File: src/rtl/wash_cycle_controller.sv
// Wash sequencer: FILL -> WASH -> DRAIN -> (rinse refills) -> SPIN -> DONE.
// Drives the inlet valve, drain valve and drum motor, and steers the water-flow
// monitor (flow_mode selects fill/drain, mon_reset re-baselines it on every
// FILL or DRAIN entry). All outputs are registered and track the state register.
module wash_cycle_controller #(
  parameter int FULL_LEVEL  = 800,
  parameter int EMPTY_LEVEL = 20,
  parameter int WASH_CYCLES = 5000,
  parameter int SPIN_CYCLES = 3000,
  parameter int RINSES      = 1
) (
  input  logic       clk,
  input  logic       reset_n,
  input  logic       start,
  input  logic       abort,
  input  logic       fault_clr,
  input  logic       door_closed,
  input  logic [9:0] water_level,
  input  logic       flow_error,
  output logic       inlet_valve,
  output logic       drain_valve,
  output logic       motor_on,
  output logic       motor_fast,
  output logic       flow_mode,
  output logic       mon_reset,
  output logic       busy,
  output logic       done,
  output logic       fault,
  output logic [2:0] state_dbg
);

  typedef enum logic [2:0] {
    IDLE  = 3'd0,
    FILL  = 3'd1,
    WASH  = 3'd2,
    DRAIN = 3'd3,
    SPIN  = 3'd4,
    DONE  = 3'd5,
    FAULT = 3'd6
  } state_t;

  localparam logic [9:0]  FULL_LV   = 10'(FULL_LEVEL);
  localparam logic [9:0]  EMPTY_LV  = 10'(EMPTY_LEVEL);
  localparam logic [31:0] WASH_LAST = 32'(WASH_CYCLES - 1);
  localparam logic [31:0] SPIN_LAST = 32'(SPIN_CYCLES - 1);
  localparam logic [3:0]  RINSE_MAX = 4'(RINSES);

  state_t      state;
  state_t      state_nx;
  logic [31:0] timer;
  logic [31:0] timer_nx;
  logic [31:0] timer_inc;
  logic [3:0]  rinse_cnt;
  logic [3:0]  rinse_nx;
  logic        abort_pend;
  logic        pend_nx;
  logic        flow_err_valid;

  // The monitor is being re-baselined while mon_reset is high, so its error
  // flag is meaningless in that cycle. The timer sticks at all-ones.
  assign flow_err_valid = flow_error & ~mon_reset;
  assign timer_inc      = (timer == 32'hFFFF_FFFF) ? timer : timer + 32'd1;

  // Next-state logic; within each state the checks are in priority order
  // (flow error, door, abort, then the normal progress condition).
  always_comb begin
    state_nx = state;
    timer_nx = timer;
    rinse_nx = rinse_cnt;
    pend_nx  = abort_pend;
    case (state)
      IDLE: begin
        if (start && door_closed) begin
          state_nx = FILL;
          rinse_nx = 4'd0;
          pend_nx  = 1'b0;
        end
      end
      FILL: begin
        if (flow_err_valid) begin
          state_nx = FAULT;
        end else if (!door_closed) begin
          state_nx = FAULT;
        end else if (abort) begin
          state_nx = DRAIN;
          pend_nx  = 1'b1;
        end else if (water_level >= FULL_LV) begin
          state_nx = WASH;
          timer_nx = 32'd0;
        end
      end
      WASH: begin
        if (!door_closed) begin
          state_nx = FAULT;
        end else if (abort) begin
          state_nx = DRAIN;
          pend_nx  = 1'b1;
        end else if (timer == WASH_LAST) begin
          state_nx = DRAIN;
        end else begin
          timer_nx = timer_inc;
        end
      end
      DRAIN: begin
        // An open door is tolerated here so the drum can always empty.
        if (flow_err_valid) begin
          state_nx = FAULT;
        end else if (abort) begin
          pend_nx = 1'b1;
        end else if (water_level <= EMPTY_LV) begin
          if (abort_pend) begin
            state_nx = IDLE;
            pend_nx  = 1'b0;
          end else if (rinse_cnt < RINSE_MAX) begin
            state_nx = FILL;
            rinse_nx = rinse_cnt + 4'd1;
          end else begin
            state_nx = SPIN;
            timer_nx = 32'd0;
          end
        end
      end
      SPIN: begin
        if (!door_closed) begin
          state_nx = FAULT;
        end else if (abort) begin
          state_nx = DRAIN;
          pend_nx  = 1'b1;
        end else if (timer == SPIN_LAST) begin
          state_nx = DONE;
        end else begin
          timer_nx = timer_inc;
        end
      end
      DONE: begin
        state_nx = IDLE;
      end
      FAULT: begin
        if (fault_clr) begin
          state_nx = IDLE;
          pend_nx  = 1'b0;
        end
      end
      default: begin
        state_nx = IDLE;
      end
    endcase
  end

  // State register plus outputs decoded from the next state, so every output
  // changes in the same cycle as the state it belongs to.
  always_ff @(posedge clk or negedge reset_n) begin
    if (!reset_n) begin
      state       <= IDLE;
      timer       <= 32'd0;
      rinse_cnt   <= 4'd0;
      abort_pend  <= 1'b0;
      inlet_valve <= 1'b0;
      drain_valve <= 1'b0;
      motor_on    <= 1'b0;
      motor_fast  <= 1'b0;
      flow_mode   <= 1'b0;
      mon_reset   <= 1'b1;
      busy        <= 1'b0;
      done        <= 1'b0;
      fault       <= 1'b0;
      state_dbg   <= 3'd0;
    end else begin
      state       <= state_nx;
      timer       <= timer_nx;
      rinse_cnt   <= rinse_nx;
      abort_pend  <= pend_nx;
      inlet_valve <= (state_nx == FILL);
      drain_valve <= (state_nx == DRAIN) || (state_nx == SPIN);
      motor_on    <= (state_nx == WASH) || (state_nx == SPIN);
      motor_fast  <= (state_nx == SPIN);
      if (state_nx == FILL) begin
        flow_mode <= 1'b1;
      end else if (state_nx == DRAIN) begin
        flow_mode <= 1'b0;
      end
      mon_reset   <= ((state_nx == FILL) || (state_nx == DRAIN)) && (state_nx != state);
      busy        <= (state_nx != IDLE) && (state_nx != FAULT);
      done        <= (state_nx == DONE);
      fault       <= (state_nx == FAULT);
      state_dbg   <= state_nx;
    end
  end

endmodule

File: config.mk
export PLATFORM = sky130hd
export DESIGN_NAME = wash_cycle_controller
export DESIGN_NICKNAME = d
export VERILOG_FILES = /design/src/rtl/wash_cycle_controller.sv
export SDC_FILE = /design/constraint.sdc
export NUM_CORES = 1
export LEC_CHECK = 0
export ABC_AREA = 1
export BUFFER_PORTS_ARGS = -buffer_cell sky130_fd_sc_hd__buf_2
export CELL_PAD_IN_SITES_DETAIL_PLACEMENT = 0
export CELL_PAD_IN_SITES_GLOBAL_PLACEMENT = 1
export CORE_MARGIN = 3
export CORE_UTILIZATION = 38
export DETAILED_ROUTE_END_ITERATION = 10
export GPL_ROUTABILITY_DRIVEN = 0
export PLACE_DENSITY_LB_ADDON = 0.1
export SYNTH_ARGS = -nofsm -noshare
export SYNTH_HDL_FRONTEND = slang
export SYNTH_SLANG_ARGS = --single-unit
export TNS_END_PERCENT = 100
File: constraint.sdc
create_clock -name clk -period 1.55 [get_ports clk]
set_input_delay 0.31 -clock clk [delete_from_list [all_inputs] [get_ports clk]]
set_output_delay 0.31 -clock clk [all_outputs]
set_load 0.02 [all_outputs]
---- Word-level counts from Yosys, hierarchy flattened ----
Cells that the tools add are included.
W data, S select, Z words.
word-level totals
  register bits after elaboration ......... 49
  output and inout port bits .............. 12
  logic and storage cells ................. 124
cells by class
  multiplexer cells ....................... 53
  $lt $le $gt $ge ......................... 3
  bitwise gates (word level) .............. 2
  eq/ne operators ......................... 35
  $add $sub $neg .......................... 2
  reduce and logical (&&, ||, !) cells .... 16
operator list
  cell                     count
  $mux W32                 16
  $pmux W32 S4             1
  $mux W3                  17
  $ne A2 B2 Y1 const B     18
  $add A32 B1 Y32 const B  1
  $eq A32 B12 Y1 const B   1
  $eq A32 B13 Y1 const B   1
  $eq A32 B32 Y1 const B   1
  $mux W4                  6
  $pmux W3 S6              1
  $reduce_and A16 Y1       1
  $eq A3 B3 Y1 const B     5
  $eq A3 B2 Y1 const B     4
  $ge A10 B10 Y1 const B   1
  $le A10 B5 Y1 const B    1
  $mux W1                  10
  $pmux W4 S2              1
  $reduce_and A7 Y1        1
  $eq A3 B1 Y1 const B     2
  $ne A3 B3 Y1 const B     2
  $reduce_and A6 Y1        1
  $pmux W1 S5              1
  $reduce_bool A5 Y1       1
  $add A4 B1 Y4 const B    1
  11 further kinds         16

---- Longest topological paths before layout ----
  depth in word-level cells ............... 10
  depth in mapped cells ................... 14
  gate-level depth less buffers ........... 14

---- Worst setup path before layout ----
No wires, ideal clock.
  kind .................................... register to register
  from .................................... reg state[1]
  to ...................................... reg timer[11]
  path buffers ............................ 2
  library setup time ...................... 0.121 ns
  data required time ...................... 1.429 ns
  data arrival time ....................... 1.694 ns
  slack ................................... -0.265 ns
  clock period less this slack ............ 1.815 ns
  stages on the path, launching flop included .. 13
  path through ............................ dfrtp_1 > buf_6 > nor2_2 > nand2_2 > nand2_4 > inv_2 > nor3_2 > nand3b_1 > nor2_1 > a21oi_2 > nand2_4 > buf_2 > o21ai_1
between the ends
  word-level cells in the longest chain between the ends .. 3
  elaborated cells between the ends (all ways) .. 22
ends and longest elaborated chain
  what                                                          line  text
  start, declared                                               48    state_t state;
  start signal, assigned                                        169   state <= state_nx;
  $eq A3 B3 Y1 (tied with other cells)                          71    case (state)
  $reduce_bool A4 Y1 (no line) or $ne A2 B2 Y1 (tied branches)  -
  $reduce_and A16 Y1 (no line)                                  -
  end signal, assigned                                          170   timer <= timer_nx;
  end, declared                                                 50    logic [31:0] timer;
Parallel ways exist; a longest one is shown, timed or not.
A chain may end at the register's enable or synchronous reset.

---- Worst setup path after layout ----
  from .................................... reg state[0]
  to ...................................... reg timer[23]
Same word-level chain as after synthesis.

==> results_dict.tcl <==
set metrics [dict create \
    gr-total-overflow 0 \
    drive_gt1_share_pct 42.8 \
    fin_setup_tns_ns -11.80 \
    diodes 0 \
    clk_pin_slew_worst_paths_ns 0.11 \
    grt_pass1_vias 3714 \
    finalPower_w 0.00635 \
    max-cap-violations 0 \
    violations "negative setup slack" \
    cellPowerDensity_mw_per_mm2 1210 \
    yosys-top-cells-area "dfrtp_1, nand2_1, nand3_1" \
    grtUsageTotal_pct 21.7 \
    ys_types 35 \
    synthesis.area_sq_mm 0.00336 \
    status "finished, violations left" \
    synth_top_area_cell "dfrtp_1" \
    layout_setup_ws_ns -0.344 \
    hold_path_class "in2reg" \
    grt_pass1_wl_microns 17500 \
    crit_path_end_kind "flop" \
    crit_path_start_kind "flop" \
    cp.required_ns 1.80 \
    htreeDepth 2 \
    initial_utilization_pct 39.9 \
    clk_latency_ns 0.32 \
    crit_path_start "state[0]$_DFF_PN0_" \
    port_buffers 28 \
    holdPathStages 3 \
    place_hpwl_microns 7830 \
    multi_input_area_sq_mm 0.00228 \
    drt_pass1_iterations 4 \
    max-clock-path-buffers 2 \
    route.detailed.drc 0 \
    period_share_pct 122 \
    vias 3933 \
    r2r_cells 12 \
    worst-path-max-fanout 9 \
    critical_path.reg2reg.endpoint "timer[23]$_DFFE_PN0P_" \
    worstMarginPinSlew_ns 0.450 \
    r2r_slack_ns -0.34 \
    core_area_sq_mm 0.00842 \
    synth_top_area_share_pct 35.7 \
    synth_nets 540 \
    ant_nets 0 \
    initialDrtViolationCount 220 \
    ff_latch_area_sq_mm 0.00123 \
    path_class "reg2reg" \
    synthArstFlopShare_pct 100 \
    ys_ff_latch 49 \
    cts_sinks 49 \
    hold_viol_final 0 \
    yosysWarningCount 0 \
    r2r_start "state[0]$_DFF_PN0_" \
    avgRoutedWirePerCell_microns 14.3 \
    root_buffer "clkbuf_8" \
    synthToLayoutAreaGrowth_pct 55.9 \
    cts_tree "built" \
    syn_inst 520 \
    numCtsBuffers 5 \
    fillers 810 \
    ir_worst_vdd_mv 0.591 \
    relSlewSlack_pct 70.0 \
    yosysSeqAreaShare_pct 36.5 \
    fin_crit_ns 1.89 \
    setup_violations 47 \
    rsz0062_at_grt "true" \
    synth-main-ff-cell "dfrtp_1" \
    timing.hold.ws_ns 0.362 \
    final_cell_mix "nand2_1, buf_4, inv_1" \
    chipWidth_microns 100 \
    antenna_found_initial 0 \
    postSynthAreaPerCell_sq_um 6.47 \
    fin_skew_ns 0.0139 \
    rows 33 \
    nNetsFinal 696 \
    die_height_microns 100 \
    final_common_cell "nand2_1" \
    p_leak_nw 2.43 \
    grt_max_degree 50 \
    synth_edf_count 0 \
    die_area_sq_mm 0.0100 \
    io_pins 29 \
    hold_end "state[0]$_DFF_PN0_" \
    slew_viol_final 0 \
    drt_wl_total_microns 11200 \
    fmax_ghz 0.528 \
    hold_start "door_closed" \
    dp_slack_ns -0.296 \
    arrival_ns 2.14 \
    vias_per_cell 5.03 \
]
-- layout make-up --
cell class              instances  share of cell area, %
repair buffers                160                   24.5
well taps                     105                   2.51
flip-flops and latches         49                   23.5
clock buffers                   5                   1.31
clock inverters                 3                  0.477
inverters                      58                   4.25
multi-input cells             402                   43.5
-- how the worst max path moves through the flow --
stage	to
global route	timer[6]$_DFFE_PN0P_
finish	timer[23]$_DFFE_PN0P_
global placement	timer[18]$_DFFE_PN0P_
floorplan	timer[6]$_DFFE_PN0P_
detailed placement	timer[24]$_DFFE_PN0P_
CTS	timer[21]$_DFFE_PN0P_
-- worst max-delay path: stages (launching register included) --
cell	delay [ns]
dfrtp_2	0.47
inv_4	0.07
buf_6	0.12
nor3_4	0.27
inv_2	0.10
nand2_2	0.08
nand2_2	0.06
o2111ai_4	0.11
a21oi_4	0.07
nand2_8	0.16
clkbuf_16	0.18
nand2_1	0.06
o21ai_1	0.08
-- cell families after synthesis --
group                      after synthesis  share of synthesized area, %
and+or+nand+nor                        338                          43.7
buffers and inverters                   69                          8.48
AOI/OAI and AO/OA                       57                          9.15
DFF                                     49                          36.5
xor gates and xnor gates                 4                          1.04
adders and majority gates                3                          1.12
-- metal layers --
| metal | up-vias | global-route usage [%] | wire length, microns |
|---|---|---|---|
| li1 | 1990 | - | - |
| met1 | 1830 | 27.8 | 4940 |
| met2 | 84 | 38.1 | 5510 |
| met3 | 29 | 2.71 | 394 |
| met4 | 0 | 6.63 | 343 |
| met5 | - | 0 | 0 |
-- sequential cells by signal, summed over array words and instances (netlist names) --
signal and cells:
busy 1, fault 1, motor_fast 1, done 1
state 3, timer 32, flow_mode 1, abort_pend 1
drain_valve 1, motor_on 1, rinse_cnt 4, inlet_valve 1
mon_reset 1
-- synthesized netlist by cell type, types with 3 or more instances --
library cell  count
nor2_1           54
or2_2            12
o21ai_0          12
nand4_1           5
buf_4             4
buf_2             3
ha_1              3
dfrtp_1          48
a21oi_1           4
o21ai_1          33
nor3_1           27
inv_2             3
nand2_1         176
xor2_1            4
inv_1            55
clkbuf_1          3
nand3_1          50
nor4_1            3
-- where the power goes --
part / switching, W / total [W] / internal, W
clock network: 0.000509 / 0.000839 / 0.000331
registers: 0.000143 / 0.00161 / 0.00147
logic: 0.00220 / 0.00390 / 0.00170
total: 0.00285 / 0.00635 / 0.00349
-- stage by stage --
stage	util, %	instance area (sq um)	cells
finish	62.3	5240	782
global route	62.3	5240	782
CTS	56.1	4720	768
detailed placement	53.7	4520	758
global placement	53.7	4520	758
floorplan	-	3430	520
-- what timing repair did --
item	CTS	global route
pin swaps	2	18
resized for setup	31	91
cloned	0	6
endpoints found under the setup margin	48	48
buffers inserted	1	10
hold endpoints to repair	43	0
hold buffers	1	0
(Power assumes the default switching activity.)
